<file path="config.mk">
export PLATFORM = sky130hd
export DESIGN_NAME = alu_seq
export DESIGN_NICKNAME = d
export VERILOG_FILES = /design/src/rtl/alu_seq_pkg.sv /design/src/rtl/alu_seq_byteidx.sv /design/src/rtl/alu_seq.sv
export SDC_FILE = /design/constraint.sdc
export NUM_CORES = 1
export LEC_CHECK = 0
export CAP_MARGIN = 30
export CORE_MARGIN = 2
export CORE_UTILIZATION = 49
export CTS_CLUSTER_SIZE = 40
export DETAILED_ROUTE_END_ITERATION = 12
export PLACE_DENSITY_LB_ADDON = 0.1
export SLEW_MARGIN = 20
export SYNTH_ARGS = -nofsm -noshare
export SYNTH_HDL_FRONTEND = slang
export SYNTH_HIERARCHICAL = 1
export SYNTH_SLANG_ARGS = --single-unit
</file>
<file path="constraint.sdc">
create_clock -name clk -period 2.75 [get_ports clk]
set_clock_uncertainty 0.15 [all_clocks]
set_input_delay 0.55 -clock clk [delete_from_list [all_inputs] [get_ports clk]]
set_output_delay 0.55 -clock clk [all_outputs]
set_load 0.05 [all_outputs]
</file>
<file path="src/rtl/alu_seq_pkg.sv">
// Shared op codes and sequencer state for the wide ALU sequencer.
// op_t is the 4-bit {OP,funct} code; kNOP decodes to ALU default (zero).
package alu_seq_pkg;

  typedef logic [3:0] op_t;

  localparam op_t kADD     = 4'b0000;
  localparam op_t kRSH     = 4'b0001;
  localparam op_t kXOR     = 4'b0100;
  localparam op_t kAND     = 4'b0101;
  localparam op_t kCOMPARE = 4'b1000;
  localparam op_t kMove    = 4'b1001;
  localparam op_t kNOP     = 4'b1111;

  typedef enum logic [1:0] {
    IDLE,
    EXEC,
    RESP
  } seq_state_t;

  function automatic logic op_known(op_t op);
    return op inside {kADD, kRSH, kXOR,
                      kAND, kCOMPARE, kMove};
  endfunction

  function automatic int idx_w(int n);
    return (n > 1) ? $clog2(n) : 1;
  endfunction

endpackage

</file>
<file path="src/rtl/alu_seq_byteidx.sv">
// Byte-index counter for alu_seq: loads 0 (ascending) or N_BYTES-1
// (descending), steps once per pass, flags the last pass.
// Ports: clk, rst, load, desc, step -> idx, last_pass.
module alu_seq_byteidx
  import alu_seq_pkg::*;
#(
  parameter int N_BYTES = 2,
  localparam int IW = idx_w(N_BYTES)
) (
  input  logic          clk,
  input  logic          rst,
  input  logic          load,
  input  logic          desc,
  input  logic          step,
  output logic [IW-1:0] idx,
  output logic          last_pass
);

  localparam logic [IW-1:0] TOP = IW'(N_BYTES - 1);

  logic desc_q;

  always_ff @(posedge clk or posedge rst) begin
    if (rst) begin
      idx    <= '0;
      desc_q <= 1'b0;
    end else if (load) begin
      desc_q <= desc;
      idx    <= desc ? TOP : '0;
    end else if (step) begin
      idx <= desc_q ? idx - IW'(1) : idx + IW'(1);
    end
  end

  assign last_pass = desc_q ? (idx == '0) : (idx == TOP);

endmodule

</file>
<file path="src/rtl/alu_seq.sv">
// Multi-byte sequencer driving an external 8-bit ALU one byte per cycle.
// Ports: req_* (wide request, valid/ready), rsp_* (wide result,
// valid/ready), alu_* (byte drive to / result from the ALU).
// Optional macro ALU_SEQ_CNT_EN adds op_count[15:0], the count of
// completed response handshakes.
module alu_seq
  import alu_seq_pkg::*;
#(
  parameter int N_BYTES = 2,
  localparam int W  = 8 * N_BYTES,
  localparam int IW = idx_w(N_BYTES)
) (
  input  logic         clk,
  input  logic         rst,
  input  logic         req_valid,
  output logic         req_ready,
  input  logic [3:0]   req_op,
  input  logic [W-1:0] req_a,
  input  logic [W-1:0] req_b,
  input  logic         req_cin,
  output logic         rsp_valid,
  input  logic         rsp_ready,
  output logic [W-1:0] rsp_data,
  output logic         rsp_cout,
  output logic         rsp_zero,
  output logic [7:0]   alu_a,
  output logic [7:0]   alu_b,
  output logic [1:0]   alu_op,
  output logic [1:0]   alu_funct,
  output logic         alu_sc_in,
  input  logic [7:0]   alu_out,
  input  logic         alu_sc_out,
  input  logic         alu_zero
`ifdef ALU_SEQ_CNT_EN
  ,
  output logic [15:0]  op_count
`endif
);

  seq_state_t state_q, state_d;

  op_t                     op_q;
  logic [N_BYTES-1:0][7:0] a_q, b_q, res_q;
  logic                    sc_q;
  logic                    zacc_q;

  logic [IW-1:0] idx;
  logic          last_pass;
  logic          accept;
  logic          pass;
  logic          chain;
  op_t           drv_op;

  assign req_ready = (state_q == IDLE) && !rst;
  assign accept    = req_valid && req_ready;
  assign pass      = (state_q == EXEC);

  alu_seq_byteidx #(
    .N_BYTES (N_BYTES)
  ) u_idx (
    .clk       (clk),
    .rst       (rst),
    .load      (accept),
    .desc      (req_op == kRSH),
    .step      (pass),
    .idx       (idx),
    .last_pass (last_pass)
  );

  always_ff @(posedge clk or posedge rst) begin
    if (rst) state_q <= IDLE;
    else     state_q <= state_d;
  end

  always_comb begin
    state_d = state_q;
    case (state_q)
      IDLE: if (accept)    state_d = EXEC;
      EXEC: if (last_pass) state_d = RESP;
      RESP: if (rsp_ready) state_d = IDLE;
      default:             state_d = IDLE;
    endcase
  end

  // sc_q carries cin into the first pass, then each pass's carry/shift
  // out into the next; after the last pass it is the final carry-out.
  always_ff @(posedge clk or posedge rst) begin
    if (rst) begin
      op_q   <= kNOP;
      a_q    <= '0;
      b_q    <= '0;
      res_q  <= '0;
      sc_q   <= 1'b0;
      zacc_q <= 1'b0;
    end else if (accept) begin
      op_q   <= req_op;
      a_q    <= req_a;
      b_q    <= req_b;
      sc_q   <= req_cin;
      zacc_q <= 1'b1;
    end else if (pass) begin
      for (int i = 0; i < N_BYTES; i++)
        if (idx == IW'(i)) res_q[i] <= alu_out;
      sc_q   <= alu_sc_out;
      zacc_q <= zacc_q & alu_zero;
    end
  end

  assign drv_op = op_known(op_q) ? op_q : kNOP;

  always_comb begin
    alu_a               = '0;
    alu_b               = '0;
    {alu_op, alu_funct} = kNOP;
    alu_sc_in           = 1'b0;
    if (pass) begin
      for (int i = 0; i < N_BYTES; i++) begin
        if (idx == IW'(i)) begin
          alu_a = a_q[i];
          alu_b = b_q[i];
        end
      end
      {alu_op, alu_funct} = drv_op;
      alu_sc_in           = sc_q;
    end
  end

  // Compare yields 0/1 per byte; the wide answer collapses to one bit.
  assign chain     = (op_q == kADD) || (op_q == kRSH);
  assign rsp_valid = (state_q == RESP);
  assign rsp_cout  = sc_q & chain;
  assign rsp_zero  = zacc_q;
  assign rsp_data  = (op_q == kCOMPARE) ? W'(|res_q) : res_q;

`ifdef ALU_SEQ_CNT_EN
  always_ff @(posedge clk or posedge rst) begin
    if (rst)
      op_count <= '0;
    else if (rsp_valid && rsp_ready)
      op_count <= op_count + 16'd1;
  end
`endif

endmodule

</file>
[After elaboration in Yosys (flattened, before gate mapping)]
Cells that the tools add are included.
Word-level totals
  register bits: 58
  input bits: 51
  logic and storage cells: 63
Cells by class
  $add $sub $neg: 2
  equality and inequality tests: 11
  multiplexer cells: 22
  bitwise gates (word level): 4
  reduce and logical (&&, ||, !) cells: 12
Operators with widths (count)
  2-to-1 mux 8 bit: 4
  2-to-1 mux 16 bit: 1
  OR reduction 16 bit: 1
  2-to-1 mux 1 bit: 10
  2-to-1 mux 2 bit: 5
  AND reduction 3 bit: 3
  == test 4 x 1 -> 1 bit (second input constant): 2
  == test 4 x 3 -> 1 bit (second input constant): 2
  == test 4 bit (second input constant): 2
  case mux 2 bit (3 select lines): 1
  nonzero test 6 bit: 1
  logical NOT 4 bit: 1
  2-to-1 mux 4 bit: 1
  != test 2 bit (second input constant): 2
  AND 1 bit: 2
  == test 2 x 1 -> 1 bit (second input constant): 1
  == test 2 bit (second input constant): 1
  logical AND 1 bit: 2
  logical NOT 2 bit: 1
  != test 2 x 1 -> 1 bit (second input constant): 1
  inverter 1 bit: 2
  nonzero test 2 bit: 1
  adder 1 bit (second input constant): 1
  logical NOT 1 bit: 1
  2 further kinds: 2

[Longest topological paths before layout]
  word-level depth: 5
  mapped depth: 7

[Hierarchy]
Netlist, hierarchy kept.
Modules (own cells, without submodules)
  alu_seq: times used 1, cells an instance 195, area each 2617.5 um2
  alu_seq_byteidx: times used 1, cells an instance 9, area each 88.8 um2

[Least setup slack after synthesis]
Ideal clock, no wire load.
  path kind: reg2out
  start point: register op_q[1]
  end point: output port rsp_cout
  arrival time: 2038 ps
  required time: 2050 ps
  path slack: 12 ps
  cell stages (with the launch flop): 2
  cells stage by stage: dfstp_2 nor4b_1
Between the ends
  longest elaborated chain between the ends: 3
  elaborated cells between the ends (all ways): 4
  those cells by class: eq/ne: 1; bitwise: 1; reduce/logical: 2
Ends and longest elaborated chain
  start: declaration: line alu_seq.sv:42  | op_t op_q;
  start signal: assignment: line alu_seq.sv:89  | op_q <= kNOP;
  start signal: assignment: line alu_seq.sv:96  | op_q <= req_op;
  == test 4 x 1 -> 1 bit / logical NOT 4 bit (equally long branches): line alu_seq.sv:129  | assign chain = (op_q == kADD) || (op_q == kRSH);
  logical OR 1 bit (*): line alu_seq.sv:129
  AND 1 bit (*): line alu_seq.sv:131  | assign rsp_cout = sc_q & chain;
  end: declaration: line alu_seq.sv:24  | output logic rsp_cout,
Mark *: on every way between the ends. The rest lies on a longest branch, timed or not.

[Worst setup path after layout]
Same ends and word-level chain as after synthesis.

==> out/summary.txt <==
CTS max path bufs: 2
Vias in the first global route: 1961
Gr busiest metal: met2
Fin. Hold Viols: 0
Via density: 5.01
Antenna violations before repair: 0
RSZ-0062 raised after global routing: false
Final setup vio count: 0
Layout cells sized above 1: 0.393
Post-CTS setup repair buffer count: 0
Die Ht: 78.3 um
Reg area: 1460 um2
Standard-cell rows: 27
Die area: 6130 um2
Critical path's largest stage delay: 0.87 ns
Final WS setup: 0.0952 ns
Global Route met3 Usage: 0.0747
Nets@finish: 354
Overall Global Routing Usage: 0.197
#FFs+latches synth: 58
Post_cts resized: 0
N_diodes: 0
Via count: 1903
Wire per inst: 14.9 um
Area Growth Syn to Fin: 50.1%
Post-synth ARST share: 1.00
Most common library cells after synthesis: dfrtp_1, mux2_2, mux2i_1
Max-Cap Viols: 0
Clock Latency Late Sink: 0.33 ns
Most common cell in the netlist: dfrtp_1
First-pass GRT wire length: 9.15 mm
DRC violations left: 0
Routed wire length: 5.65 mm
# IOs: 92
Pwr Total: 5.48 mW
CP Capture Type: output pin
GR Util met1: 0.246
Initial Util: 0.501
Post-Syn Instances: 204
Post-synth EDFFs: 0
Clock sinks: 58
RePlAce Congestion: 0.746
Core footprint: 5410 um2
IO Port Bufs: 91
Drt first pass iters: 4
Final period utilization: 0.965
Pleak: 1.75 nW
DRT iter0 DRCs: 122
CP max-delay cell: clkdlybuf4s50_1
PD cells: 1350 nW/um2
CTS hold repair buffers: 0
Seq/Total Area, Yosys: 0.538
Final worst path period need: 2.65 ns
Global route total overflow: 0
Largest net degree at the start of global routing: 42
Syn nets: 255
Slew @ Worst Pin: 0.542 ns
Final-report max-slew violation count: 0
Multi-input logic area: 1150 um2
Share of the synthesized area in the top cell type: 0.499
Arr. time, crit path: 1.95 ns
DPL Wire Length: 4.12 mm
Fmax: 0.377 GHz
CTS root buffer: clkbuf_8
H-tree depth: 3
Crit path cell chain: nor4b_1, clkdlybuf4s50_1
TritonCTS buffer count: 9
Critical path type: reg -> out
Fin util: 0.752
Status: complete, no violations
Synthesized area: 2710 um2
Worst Hold Class: in -> async
Post-synthesis cell type count: 33
DRT antenna net count: 0
Final setup TNS: 0 ns
DP Worst Slack: 0.348 ns
Yosys warnings: 6
Synth Flop Type: dfrtp_1
Required @ worst endpoint: 2.05 ns
FF-to-FF path depth: 5
VDD IR-drop max: 831 uV
Die Width: 78.3 um
Hold slack: 0.349 ns
Clock slew at reported path FFs: 0.06 ns
Area contributors post-synth: dfrtp_1, mux2_2, mux2i_1
Syn Area/Cell: 13.3 um2
FILL cells: 373
Slew headroom: 0.639
Area leader, netlist: dfrtp_1
TritonCTS clock tree: done
Met2 Resource Use GR: 0.318
Worst Path Max Fanout: 6
CP startpoint kind: flop
## metrics by stage
| stage | area [um2] | cells |
|---|---|---|
| 2_1_floorplan | 2710 | 204 |
| 3_3_place_gp | 3820 | 363 |
| 3_5_place_dp | 3840 | 364 |
| 4_1_cts | 4060 | 380 |
| 5_1_grt | 4060 | 380 |
| 6_report | 4060 | 380 |
## layout make-up
| type | count | area share |
|---|---|---|
| Timing Repair Buffer | 97 | 0.275 |
| Clock buffer | 14 | 0.0400 |
| Clock inverter | 2 | 0.0148 |
| Inverter | 6 | 0.00554 |
| Sequential cell | 58 | 0.358 |
| Multi-Input combinational cell | 131 | 0.284 |
| Tap cell | 72 | 0.0222 |
## state kept, by name (all words and copies together) (netlist names)
signal / count
a_q: 16
b_q: 16
res_q: 16
op_q: 4
state_q: 2
rsp_zero: 1
sc_q: 1
u_idx/desc_q: 1
u_idx/idx: 1
## cell families after synthesis
group                     after synthesis  share of synthesized area
and+or+nand+nor                        52                      0.112
xor gates and xnor gates                2                    0.00647
AOI/OAI and AO/OA                       8                     0.0185
buffers and inverters                  15                     0.0361
muxes                                  69                      0.289
DFF                                    58                      0.538
## where the power goes
group | internal, mW | switching [mW] | leakage [nW]
Combinational | 1.36 | 1.63 | 0.959
Clock | 0.561 | 0.315 | 0.111
Sequential | 1.31 | 0.313 | 0.682
Total | 3.23 | 2.25 | 1.75
## cells in the final DEF, fill, tap and decap left out
cell,count
a211o_1,1
a21o_1,1
a22o_1,1
and2_1,1
buf_12,20
buf_4,23
buf_8,1
bufinv_16,2
clkbuf_1,3
clkbuf_8,11
clkdlybuf4s50_1,53
dfrtp_1,54
dfstp_2,4
inv_1,4
inv_2,2
mux2_2,45
mux2_4,7
mux2i_1,17
nand2_1,3
nand2_2,2
nand2b_1,1
nand4_1,1
nor2_1,16
nor2_2,1
nor2b_1,16
nor3_1,1
nor3_2,1
nor4_1,3
nor4b_1,2
nor4b_4,1
o21ai_0,4
o21ai_1,1
or2_2,1
or3_1,2
xnor2_1,1
xor2_1,1
## worst max-delay path: cells and delay by family (launching register included)
| family | cells | cell delay [ns] |
|---|---|---|
| buffers and inverters | 1 | 0.87 |
| DFF | 1 | 0.41 |
| and+or+nand+nor | 1 | 0.35 |
## routing by layer
layer	vias to the layer above	part of all wire
met1	933	0.42
met3	5	0.065
li1	905	-
met5	-	0
met2	60	0.50
met4	0	0.0065
## final timing paths
check                                        from  slack [ns]                       end
max                           op_q[1]$_DFFE_PP1P_         0.1                  rsp_cout
min                                           rst        0.35  u_idx/desc_q$_DFFE_PP0P_
max reg2reg                state_q[0]$_DFFE_PP0P_        0.94     res_q[12]$_DFFE_PP0P_
min reg2reg                    b_q[0]$_DFFE_PP0P_        0.36        b_q[0]$_DFFE_PP0P_
max in group asynchronous                     rst        1.38       op_q[3]$_DFFE_PP1P_
min in group clk               b_q[0]$_DFFE_PP0P_        0.36        b_q[0]$_DFFE_PP0P_
Power figures use the tool's default switching activity.
